$ cat config.mk
export PLATFORM = sky130hd
export DESIGN_NAME = brq_rr
export DESIGN_NICKNAME = d
export VERILOG_FILES = /design/src/rtl/brq_rr.sv
export SDC_FILE = /design/constraint.sdc
export NUM_CORES = 1
export LEC_CHECK = 0
export CAP_MARGIN = 15
export CORE_MARGIN = 2
export CORE_UTILIZATION = 45
export DETAILED_ROUTE_END_ITERATION = 8
export GPL_TIMING_DRIVEN = 0
export PLACE_DENSITY = 0.68
export SLEW_MARGIN = 20
export SYNTH_ARGS = -nofsm -noshare
export SYNTH_HDL_FRONTEND = slang
export SYNTH_SLANG_ARGS = --single-unit
$ cat constraint.sdc
create_clock -name clk -period 6.9 [get_ports clk]
set_clock_uncertainty 0.05 [all_clocks]
set_input_delay 1.035 -clock clk [delete_from_list [all_inputs] [get_ports clk]]
set_output_delay 1.035 -clock clk [all_outputs]
set_load 0.01 [all_outputs]
$ cat src/rtl/brq_rr.sv
// brq_rr: parametrised bus request queue.
// N_REQ requesters post {send, dest} entries through a round-robin arbiter
// (one enqueue per cycle) into an ordered DEPTH-entry queue. The drain side
// offers the oldest entry whose destination is free. Younger entries may
// bypass a blocked head, but only AGE_MAX times in a row.
//
// Ports:
//   clk      clock, all state on posedge
//   clr      synchronous active-low reset
//   send     packed sender IDs, requester i at [i*ID_W +: ID_W]
//   dest     packed destination indices, requester i at [i*DEST_W +: DEST_W]
//   req      request strobes, held until ack
//   ack      one-hot combinational grant (cycle of enqueue)
//   free     destination-ready flags
//   pull     dequeue the selected entry at the next posedge
//   valid    an eligible entry is presented
//   empty    count == 0
//   full     count == DEPTH
//   send_out sender ID of the selected entry (0 when !valid)
//   dest_out destination of the selected entry (0 when !valid)
//   count    occupancy
module brq_rr #(
  parameter int N_REQ   = 4,
  parameter int ID_W    = 4,
  parameter int N_DEST  = 8,
  parameter int DEPTH   = 8,
  parameter int AGE_MAX = 3
) (
  input  logic                               clk,
  input  logic                               clr,
  input  logic [N_REQ*ID_W-1:0]              send,
  input  logic [N_REQ*$clog2(N_DEST)-1:0]    dest,
  input  logic [N_REQ-1:0]                   req,
  output logic [N_REQ-1:0]                   ack,
  input  logic [N_DEST-1:0]                  free,
  input  logic                               pull,
  output logic                               valid,
  output logic                               empty,
  output logic                               full,
  output logic [ID_W-1:0]                    send_out,
  output logic [$clog2(N_DEST)-1:0]          dest_out,
  output logic [$clog2(DEPTH+1)-1:0]         count
);

  localparam int DEST_W = $clog2(N_DEST);
  localparam int CNT_W  = $clog2(DEPTH+1);
  localparam int IDX_W  = $clog2(DEPTH);
  localparam int RR_W   = $clog2(N_REQ);
  localparam int AGE_W  = $clog2(AGE_MAX+1);
  localparam int unsigned NR = N_REQ;

  logic [ID_W-1:0]   send_q [DEPTH];
  logic [DEST_W-1:0] dest_q [DEPTH];
  logic [CNT_W-1:0]  cnt_q;
  logic [RR_W-1:0]   rr_ptr;
  logic [AGE_W-1:0]  bypass_cnt;

  logic              gnt;
  logic [RR_W-1:0]   win;
  logic [ID_W-1:0]   enq_send;
  logic [DEST_W-1:0] enq_dest;
  logic              found;
  logic [IDX_W-1:0]  sel;
  logic              deq;
  logic [IDX_W-1:0]  wr_idx;

  assign count = cnt_q;
  assign empty = (cnt_q == '0);
  assign full  = (cnt_q == CNT_W'(DEPTH));

  // Round-robin search starting at rr_ptr, wrapping modulo N_REQ.
  always_comb begin
    int unsigned p;
    p        = 0;
    gnt      = 1'b0;
    win      = '0;
    ack      = '0;
    enq_send = '0;
    enq_dest = '0;
    if (clr && !full) begin
      for (int unsigned i = 0; i < NR; i++) begin
        p = 32'(rr_ptr) + i;
        if (p >= NR) p = p - NR;
        if (!gnt && req[RR_W'(p)]) begin
          gnt = 1'b1;
          win = RR_W'(p);
        end
      end
      if (gnt) ack[win] = 1'b1;
    end
    for (int unsigned i = 0; i < NR; i++) begin
      if (gnt && win == RR_W'(i)) begin
        enq_send = send[i*ID_W +: ID_W];
        enq_dest = dest[i*DEST_W +: DEST_W];
      end
    end
  end

  // Lowest eligible entry; once the bypass cap is hit only the head qualifies.
  always_comb begin
    found = 1'b0;
    sel   = '0;
    for (int unsigned k = 0; k < DEPTH; k++) begin
      if (!found && CNT_W'(k) < cnt_q && free[dest_q[IDX_W'(k)]] &&
          (k == 0 || bypass_cnt != AGE_W'(AGE_MAX))) begin
        found = 1'b1;
        sel   = IDX_W'(k);
      end
    end
  end

  assign valid    = found;
  assign send_out = found ? send_q[sel] : '0;
  assign dest_out = found ? dest_q[sel] : '0;
  assign deq      = clr && pull && found;
  // Compaction happens first, so a concurrent enqueue lands one slot lower.
  assign wr_idx   = IDX_W'(cnt_q - CNT_W'(deq));

  always_ff @(posedge clk) begin
    if (!clr) begin
      cnt_q      <= '0;
      rr_ptr     <= '0;
      bypass_cnt <= '0;
    end else begin
      if (deq) begin
        for (int unsigned k = 0; k < DEPTH-1; k++) begin
          if (IDX_W'(k) >= sel) begin
            send_q[IDX_W'(k)] <= send_q[IDX_W'(k+1)];
            dest_q[IDX_W'(k)] <= dest_q[IDX_W'(k+1)];
          end
        end
      end
      // Placed after the shift so the new entry overrides any shifted value.
      if (gnt) begin
        send_q[wr_idx] <= enq_send;
        dest_q[wr_idx] <= enq_dest;
        rr_ptr         <= (win == RR_W'(N_REQ-1)) ? '0 : win + 1'b1;
      end
      cnt_q <= cnt_q + CNT_W'(gnt) - CNT_W'(deq);
      if (deq) begin
        if (sel != '0) begin
          if (bypass_cnt != AGE_W'(AGE_MAX)) bypass_cnt <= bypass_cnt + 1'b1;
        end else begin
          bypass_cnt <= '0;
        end
      end else if (empty) begin
        bypass_cnt <= '0;
      end
    end
  end

endmodule
==> impl_metrics.ini, run 1 <==
[outcome]
status = complete, no violations

[floorplanning]
io_pins = 61
die_h_um = 103.5
dieWidth_um = 103.5
initial_core_util = 0.4605
core_area_um2 = 9684
rows = 36
dieArea_um2 = 10720

[place]
gp_congestion = 0.8766
io_buffers = 60
dpl.hpwl_um = 9489

[logic_synthesis]
synth_cell_types = 54
syn_avg_cell_area_um2 = 10.98
synth.cells.most_frequent = edfxtp_1, mux2_2, nor2_1, nand2_1, a21oi_1
synth_top_area_share = 0.3771
async_flop_share = 0
synth_top_cell_by_area = edfxtp_1
yosysSeqAreaShare = 0.4130
ys_seq_elements = 64
syn-cell-area_um2 = 4459
yosysWarnings = 0
synth_nets = 464
synth_edf_count = 56
synth_area_leaders = edfxtp_1, mux2_2, mux4_2, ha_1, dfxtp_1
netlist_instances = 406
ys.flop_type = edfxtp_1
synth.most_common_cell = edfxtp_1

[timing]
maxSlewHeadroom = 0.3044
period_share = 0.9280
max_clock_freq_ghz = 0.1562
fin_crit_ns = 6.403
setup_viol = 0
fin_setup_tns_ns = 0
hold_viol = 0
hold_ws_ns = 0.4468
worst_pin_slew_ns = 1.043
slew_violations = 0
rsz0062_at_grt = false

[grt]
antenna_found_initial = 0
grt_pass1_wl_um = 20130
grt_pass1_vias = 3600
track_usage = 0.2446
grt_overflow_total = 0
grt_max_degree = 13

[route]
wl_met3_um = 1298
drcViolationCount = 0
vias = 3774
wirelength_um = 13020
met1_length_um = 5280
routedWlPerCell_um = 21.10
dr.pass1.iters = 6
drt-initial-drc-count = 471
top_layer_used = met4
post_drt_via_cell_ratio = 6.117
routed-wl-met2_um = 6212
drt.antenna.violating_nets = 0

[power]
pwr-share-seq = 0.258
intPower_mw = 1.650
power_frac_clock = 0.123
p_leak_nw = 2.035
swShare = 0.4362
combPwrFrac = 0.619
finalPower_mw = 2.927
p_per_area_nw_per_um2 = 533.9
ir_worst_vdd_v = 0.0003227
switching_power_mw = 1.277

[cells_and_area]
final_util = 0.5660
synthToLayoutAreaGrowth_pct = 22.92
antenna_cells = 0
nets = 537
fill_cells = 853
drive_above_1_share = 0.2045

[clocking]
clkTransAtPathRegs_ns = 0.08
cts_max_path_buffers = 2
hold_buffers = 0
cts_sinks = 64
clkLatencyLatePin_ns = 0.34
cts-root-buf = clkbuf_8
post_cts_resized = 0
post_cts_buffers = 0
cts_tree = built
cts-htree-levels = 3
cts_made_buffers = 9

[critical_path]
r2r-start = dest_q[1][0]$_DFFE_PP_
worstSetupStartpoint = free[6]
cp_data_arrival_time_ns = 5.32
r2r_slack_ns = 1.66
critPathKind = input pin to output pin
endpoint_kind = output pin
cp.required_ns = 5.81
cp-start-kind = input pin
crit_path_max_fanout = 10

[worst_hold_path]
hold_class = flop to flop
min_from = bypass_cnt[0]$_SDFFE_PN0P_

[run]
drv_cap = 0
-- through the flow --
step	setup WS, ns	instance area [µm²]	std cells
floorplan	2.163	4459	406
global placement	0.3531	5226	599
detailed placement	0.5936	5263	601
CTS	0.5711	5482	617
global route	0.4027	5482	617
finish	0.4966	5482	617
-- power by group through the flow --
stage	combinational, mW	clock (mW)	sequential (mW)
floorplan	1.15	0	0.718
global placement	1.74	0	0.755
detailed placement	1.78	0	0.761
CTS	1.79	0.363	0.753
global route	1.94	0.379	0.772
finish	1.81	0.360	0.756
-- sequential cells by signal, summed over array words and instances, names as in the netlist --
signal / flops
send_q: 32
dest_q: 24
rr_ptr: 2
count: 4
bypass_cnt: 2
-- path summary, 6_finish.rpt --
check | endpoint | cells after the start
max | send_out[0] | 11
min | bypass_cnt[0]$_SDFFE_PN0P_ | 2
max reg2reg | dest_q[3][0]$_DFFE_PP_ | 12
min reg2reg | bypass_cnt[0]$_SDFFE_PN0P_ | 2
-- cell usage in the layout, fill, tap and decap left out, types with 3 or more instances in the layout --
cell / count
a22oi_1: 9
nand3_1: 4
or3_1: 5
dfxtp_1: 8
mux4_2: 14
clkbuf_8: 9
o31ai_1: 8
mux2_2: 46
clkdlybuf4s50_1: 60
buf_4: 3
o21ai_1: 3
a311oi_1: 3
a21boi_1: 6
nor3_1: 3
nand2b_1: 4
edfxtp_1: 56
a21oi_1: 26
ha_1: 14
a221oi_1: 3
nor2b_1: 3
nor2_1: 39
nand2_1: 31
a211o_1: 6
mux2i_1: 13
clkinvlp_4: 3
and2_1: 7
inv_1: 19
o22ai_1: 14
a31o_2: 6
clkbuf_1: 14
a21boi_0: 4
-- per-layer routing --
layer	up-vias	global-route usage
met1	1813	0.3408
met5	-	0
met2	226	0.3921
li1	1717	-
met3	18	0.04909
met4	0	0.06467
-- kinds of logic (layout without fill, tap and decap cells) --
| family | Yosys count | in the layout | synth area share |
|---|---|---|---|
| mux | 73 | 73 | 0.2160 |
| xor+xnor | 4 | 4 | 0.007858 |
| compound gates | 104 | 104 | 0.1675 |
| fa+ha+maj | 15 | 15 | 0.04377 |
| simple gates | 110 | 110 | 0.1173 |
| buf+inv | 36 | 114 | 0.03451 |
| flops | 64 | 64 | 0.4130 |
-- layout make-up --
class | instances | area (µm²) | share of cell area
sequential | 64 | 1842 | 0.3360
clock inverter | 7 | 95.09 | 0.01735
multi-input combinational | 306 | 2485 | 0.4533
inverter | 19 | 71.32 | 0.01301
tap | 133 | 166.4 | 0.03036
clock buffer | 9 | 123.9 | 0.02260
timing repair buffer | 62 | 615.6 | 0.1123
buffer | 17 | 82.58 | 0.01507
-- critical path, stage by stage --
cell and delay (ns):
clkdlybuf4s50_1 0.57, mux4_2 0.53, mux2_2 0.33, a22oi_4 0.28
nand4_2 0.31, or4b_4 0.66, and2_4 0.21, buf_4 0.20
mux2i_1 0.16, a221oi_1 0.42, clkdlybuf4s50_1 0.62
Note: power is estimated with default switching activity, not from simulation.
==> run 2, diff against run 1 <==
--- a/config.mk
+++ b/config.mk
@@ -5,12 +5,13 @@
 export SDC_FILE = /design/constraint.sdc
 export NUM_CORES = 1
 export LEC_CHECK = 0
-export CAP_MARGIN = 15
+export ABC_AREA = 1
+export CAP_MARGIN = 10
 export CORE_MARGIN = 2
 export CORE_UTILIZATION = 45
 export DETAILED_ROUTE_END_ITERATION = 8
 export GPL_TIMING_DRIVEN = 0
-export PLACE_DENSITY = 0.68
+export PLACE_DENSITY = 0.67
 export SLEW_MARGIN = 20
 export SYNTH_ARGS = -nofsm -noshare
 export SYNTH_HDL_FRONTEND = slang
==> run 2 against run 1 <==
  * Worst hold slack got worse by 0.0012 ns
  * Design area increased by 13%
  * Core utilization increased by 0.080 points
  * First-iteration DRC count increased by 23%
  * Sequential share of layout area decreased by 3.9 points
  * Synthesized area increased by 14%
  * Non-clock buffer count increased by 4
  * Fmax increased by 17%
  * Combinational power increased by 39%
  * Critical path depth increased by 9
  * Synthesized cell count increased by 85%
  * Cell count increased by 57%
==> impl_metrics.ini, run 2 <==
[outcome]
status = complete, no violations

[cells_and_area]
antenna_cells = 0
fill_cells = 1057
post_layout_nonfiller_instances = 968
drive_above_1_share = 0.09783
nets = 881
synthToLayoutAreaGrowth_pct = 21.66
seq_area_um2 = 1842
multiInputGateArea_um2 = 2770
largest_reg_flops = 32
final_util = 0.5668
regMostFlops = send_q
final_common_cell = nand2_1
final_cell_mix = nand2_1, nand3_1, inv_1

[critical_path]
r2r-start = count[2]$_SDFF_PN0_
r2r_cells = 19
worstSetupStartpoint = free[6]
r2r_slack_ns = 1.96
crit_path_max_fanout = 9
endpoint_kind = flop
cp_data_arrival_time_ns = 5.40
endpoint = dest_q[5][0]$_DFFE_PP_
cp-start-kind = input pin
cp.required_ns = 6.80
r2r_end = dest_q[5][0]$_DFFE_PP_
critPathKind = input pin to flop

[route]
post_drt_via_cell_ratio = 5.567
drt.antenna.violating_nets = 0
drcViolationCount = 0
wirelength_um = 16010
routedWlPerCell_um = 16.54
vias = 5389
drt-initial-drc-count = 577
dr.pass1.iters = 5

[logic_synthesis]
synth_cell_types = 40
syn_avg_cell_area_um2 = 6.775
synth_top_cell_by_area = edfxtp_1
ys_seq_elements = 64
yosysSeqAreaShare = 0.3615
syn-cell-area_um2 = 5095
yosysWarnings = 0
synth.cells.most_frequent = nand2_1, nand3_1, inv_1, edfxtp_1, nor2_1
synth.most_common_cell = nand2_1
netlist_instances = 752
synth_edf_count = 56
async_flop_share = 0
synth_nets = 810
synth_top_area_share = 0.3301
ys.flop_type = edfxtp_1
synth_area_leaders = edfxtp_1, nand2_1, nand3_1, inv_1, ha_1

[timing]
fin_crit_ns = 5.496
max_clock_freq_ghz = 0.1819
rsz0062_at_grt = false
maxSlewHeadroom = 0.3200
hold_viol = 0
worst_pin_slew_ns = 1.009
period_share = 0.7966
setup_viol = 0
slew_violations = 0
fin_setup_tns_ns = 0

[grt]
track_usage = 0.2610
antenna_found_initial = 0
grt_pass1_vias = 5132
grt_pass1_wl_um = 25600
grt_max_degree = 14
grt_overflow_total = 0

[clocking]
cts-root-buf = clkbuf_16
post_cts_resized = 0
cts-htree-levels = 3
post_cts_buffers = 0
clkLatencyLatePin_ns = 0.33
clkTransAtPathRegs_ns = 0.06
cts_max_path_buffers = 2
hold_buffers = 0
cts_made_buffers = 9
cts_tree = built
cts_sinks = 64

[place]
io_buffers = 60
dpl.hpwl_um = 12350
gp_congestion = 0.9835
dp.cells = 952

[run]
drv_cap = 0

[floorplanning]
core_area_um2 = 10940
rows = 38
dieWidth_um = 110.4
dieArea_um2 = 12190
initial_core_util = 0.4659
io_pins = 61
die_h_um = 110.4

[power]
p_leak_nw = 2.959
p_per_area_nw_per_um2 = 618.8
ir_worst_vdd_v = 0.0004682
finalPower_mw = 3.836

[worst_hold_path]
hold_class = flop to flop
min_from = bypass_cnt[1]$_SDFFE_PN0P_
run 2: power breakdown:
part / total [mW] / leakage [nW] / internal [mW] / switching (mW)
Combinational: 2.52 / 2.21 / 0.897 / 1.62
Clock: 0.498 / 0.157 / 0.320 / 0.178
Sequential: 0.821 / 0.590 / 0.684 / 0.136
run 2: cell families (layout without fill, tap and decap cells):
kind of cell / Yosys count / after routing / share of synthesized area
AND/OR/NAND/NOR: 480 / 480 / 0.4177
XOR/XNOR: 4 / 4 / 0.008352
flip-flops: 64 / 64 / 0.3615
buffers and inverters: 120 / 196 / 0.09479
adder cells (fa/ha/maj): 15 / 15 / 0.03831
AO/OA/AOI/OAI: 69 / 69 / 0.07933
run 2: worst min-delay path by stage:
| stage | to | slack, ns | cells after the start |
|---|---|---|---|
| 2_1_floorplan | bypass_cnt[1]$_SDFFE_PN0P_ | 0.42 | 2 |
| 3_3_place_gp | bypass_cnt[1]$_SDFFE_PN0P_ | 0.43 | 2 |
| 3_5_place_dp | bypass_cnt[1]$_SDFFE_PN0P_ | 0.44 | 2 |
| 4_1_cts | bypass_cnt[1]$_SDFFE_PN0P_ | 0.45 | 2 |
| 5_1_grt | bypass_cnt[1]$_SDFFE_PN0P_ | 0.48 | 2 |
| 6_report | bypass_cnt[1]$_SDFFE_PN0P_ | 0.45 | 2 |
run 2: layout make-up:
class,instances,share of cell area
Buffer,23,0.01918
Clock buffer,9,0.03633
Clock inverter,7,0.01655
Inverter,97,0.05874
Multi-Input combinational cell,568,0.4469
Sequential cell,64,0.2971
Tap cell,140,0.02826
Timing Repair Buffer,60,0.09689
run 2: metal layers:
metal  vias up  track usage  routed length [µm]
met1      2513       0.3526                7090
met5         -            0                   0
met2       223       0.4184                7225
met4         0       0.1133                 594
met3        46      0.03622                1102
li1       2607            -                   -
run 2: stage by stage:
step	hold slack, ns	setup slack [ns]	area (µm²)
after detailed placement	0.4417	1.165	5871
after global routing	0.4792	0.9475	6198
final	0.4456	1.404	6198
after floorplan	0.4179	2.788	5095
after global placement	0.4258	1.301	5871
after CTS	0.4504	1.436	6198
run 2: worst max-delay path, stage by stage:
cell,delay (ns)
clkdlybuf4s50_1,0.63
inv_1,0.17
o21ai_0,0.19
nand2_1,0.07
nand2_1,0.06
nand4_1,0.22
nand4_1,0.21
nor2_1,0.06
inv_2,0.19
nand3_1,0.32
inv_2,0.27
ha_1,0.18
ha_1,0.15
xor2_1,0.25
inv_1,0.10
nor2_1,0.11
inv_1,0.08
nor2_1,0.47
inv_2,0.18
o21ai_0,0.43
==> run 3, diff against run 2 <==
==> constraint.sdc (replaced) <==
create_clock -name clk -period 5.45 [get_ports clk]
set_clock_uncertainty 0.05 [all_clocks]
set_input_delay 0.8175 -clock clk [delete_from_list [all_inputs] [get_ports clk]]
set_output_delay 0.8175 -clock clk [all_outputs]
set_load 0.01 [all_outputs]
==> run 3 against run 2 <==
  * Routed wire length fell by 0.32%
  * Critical endpoint is now send_out[0]
  * Via count up 0.11%
  * Highest routed layer unchanged
  * Register-to-register slack worse by 1.2 ns
  * Worst hold slack hardly changed
  * Non-clock buffer count did not move
  * Global-route usage is the same
  * Power is 27% higher
  * Setup slack got worse by 1.1 ns
  * Critical path type is now input pin to output pin
  * Sequential share of layout area hardly changed
  * Clock-buffer cell count stayed put
  * First-iteration DRC count fell by 14%
  * Flip-flop and latch count is the same
  * Largest power group unchanged
==> impl_metrics.ini, run 3 (synthesis results as in run 2) <==
[route]
drt.antenna.violating_nets = 0
post_drt_via_cell_ratio = 5.573
vias = 5395
routedWlPerCell_um = 16.49
dr.pass1.iters = 6
drt-initial-drc-count = 497
wirelength_um = 15960
drcViolationCount = 0

[floorplanning]
initial_core_util = 0.4659
rows = 38
die_h_um = 110.4
dieWidth_um = 110.4
io_pins = 61
dieArea_um2 = 12190
core_area_um2 = 10940

[timing]
worst_pin_slew_ns = 0.8295
rsz0062_at_grt = false
fin_setup_tns_ns = 0
fin_crit_ns = 5.114
worst_slack_ns = 0.3359
period_share = 0.9384
maxSlewHeadroom = 0.4433
hold_viol = 0
max_clock_freq_ghz = 0.1955
slew_violations = 0
setup_viol = 0

[grt]
grt_overflow_total = 0
antenna_found_initial = 0
track_usage = 0.2610
met2_usage = 0.4184
grt_pass1_wl_um = 25600
use_met1 = 0.3526
grt_max_degree = 14
use_met3 = 0.03622
grt_busiest_layer = met2
grt_pass1_vias = 5132

[critical_path]
r2r_end = dest_q[4][2]$_DFFE_PP_
r2r-start = count[2]$_SDFF_PN0_
cp-start-kind = input pin
endpoint_kind = output pin
r2r_slack_ns = 0.75
cp.required_ns = 4.58
r2r_cells = 19
critPathKind = input pin to output pin
crit_path_max_fanout = 10
cp_data_arrival_time_ns = 4.25

[clocking]
hold_buffers = 0
cts-htree-levels = 3
post_cts_buffers = 0
clkTransAtPathRegs_ns = 0.06
cts_sinks = 64
cts_made_buffers = 9
cts_max_path_buffers = 2
clkLatencyLatePin_ns = 0.33
cts-root-buf = clkbuf_16
cts_tree = built
post_cts_resized = 0

[cells_and_area]
final_util = 0.5674
final_common_cell = nand2_1
largest_reg_flops = 32
nets = 881
regMostFlops = send_q
antenna_cells = 0
drive_above_1_share = 0.1002
design_area_um2 = 6205
final_cell_mix = nand2_1, nand3_1, inv_1
synthToLayoutAreaGrowth_pct = 21.78

[run]
drv_cap = 0

[power]
p_per_area_nw_per_um2 = 782.9
finalPower_mw = 4.857
p_leak_nw = 2.960
ir_worst_vdd_v = 0.0005927

[place]
dpl.hpwl_um = 12350
placed_area_um2 = 5871
io_buffers = 60
gp_congestion = 0.9835
place_ws_ns = -0.06746

[worst_hold_path]
holdPathEnd = bypass_cnt[1]$_SDFFE_PN0P_
min_from = bypass_cnt[1]$_SDFFE_PN0P_
min_path_cells = 2
hold_class = flop to flop

[outcome]
status = complete, no violations
## run 3: cell counts in the layout (fill, tap and decap cells not counted)
Identical to the previous run, type by type.
## run 3: layer usage
| layer | part of all wire | up-vias |
|---|---|---|
| met3 | 0.074 | 47 |
| li1 | - | 2606 |
| met5 | 0 | - |
| met1 | 0.44 | 2499 |
| met2 | 0.45 | 243 |
| met4 | 0.038 | 0 |
## run 3: report_power, final
group | switching, mW | leakage, nW | internal, mW | total [mW]
logic | 2.05 | 2.21 | 1.14 | 3.19
registers | 0.172 | 0.590 | 0.866 | 1.04
clock network | 0.227 | 0.157 | 0.405 | 0.631
total | 2.45 | 2.96 | 2.41 | 4.86
## run 3: how the worst max path moves through the flow
stage	depth (start not counted)	slack (ns)	start	end
floorplan	21	1.56	free[6]	dest_q[5][0]$_DFFE_PP_
global placement	20	0.07	free[1]	send_q[5][2]$_DFFE_PP_
detailed placement	20	-0.07	free[6]	send_q[5][1]$_DFFE_PP_
CTS	20	0.20	free[6]	dest_q[5][0]$_DFFE_PP_
global route	20	0.004	free[6]	dest_q[4][1]$_DFFE_PP_
finish	15	0.34	free[4]	send_out[0]
## run 3: worst max-delay path, stage by stage
cell             delay [ns]
clkdlybuf4s50_1        0.63
inv_1                  0.16
o21ai_0                0.22
nand3_1                0.10
nand2_1                0.07
nand2_1                0.11
nor2_1                 0.12
nand2_1                0.10
nand4_1                0.16
clkbuf_1               0.54
nand3_1                0.20
nand3_1                0.13
nand2_1                0.07
nor3_1                 0.22
clkdlybuf4s50_1        0.58
## run 3: layout make-up
class | count | area [µm²]
Tap cell | 140 | 175.2
Multi-Input combinational cell | 568 | 2776
Sequential cell | 64 | 1842
Fill cell | 1057 | 4731
Timing Repair Buffer | 60 | 600.6
Buffer | 23 | 118.9
Inverter | 97 | 364.1
Clock inverter | 7 | 102.6
Clock buffer | 9 | 225.2
## run 3: metrics by stage
step           instances  hold WS, ns
2_1_floorplan        752       0.4179
3_3_place_gp         952       0.4258
3_5_place_dp         952       0.4417
4_1_cts              968       0.4504
5_1_grt              968       0.4792
6_report             968       0.4456
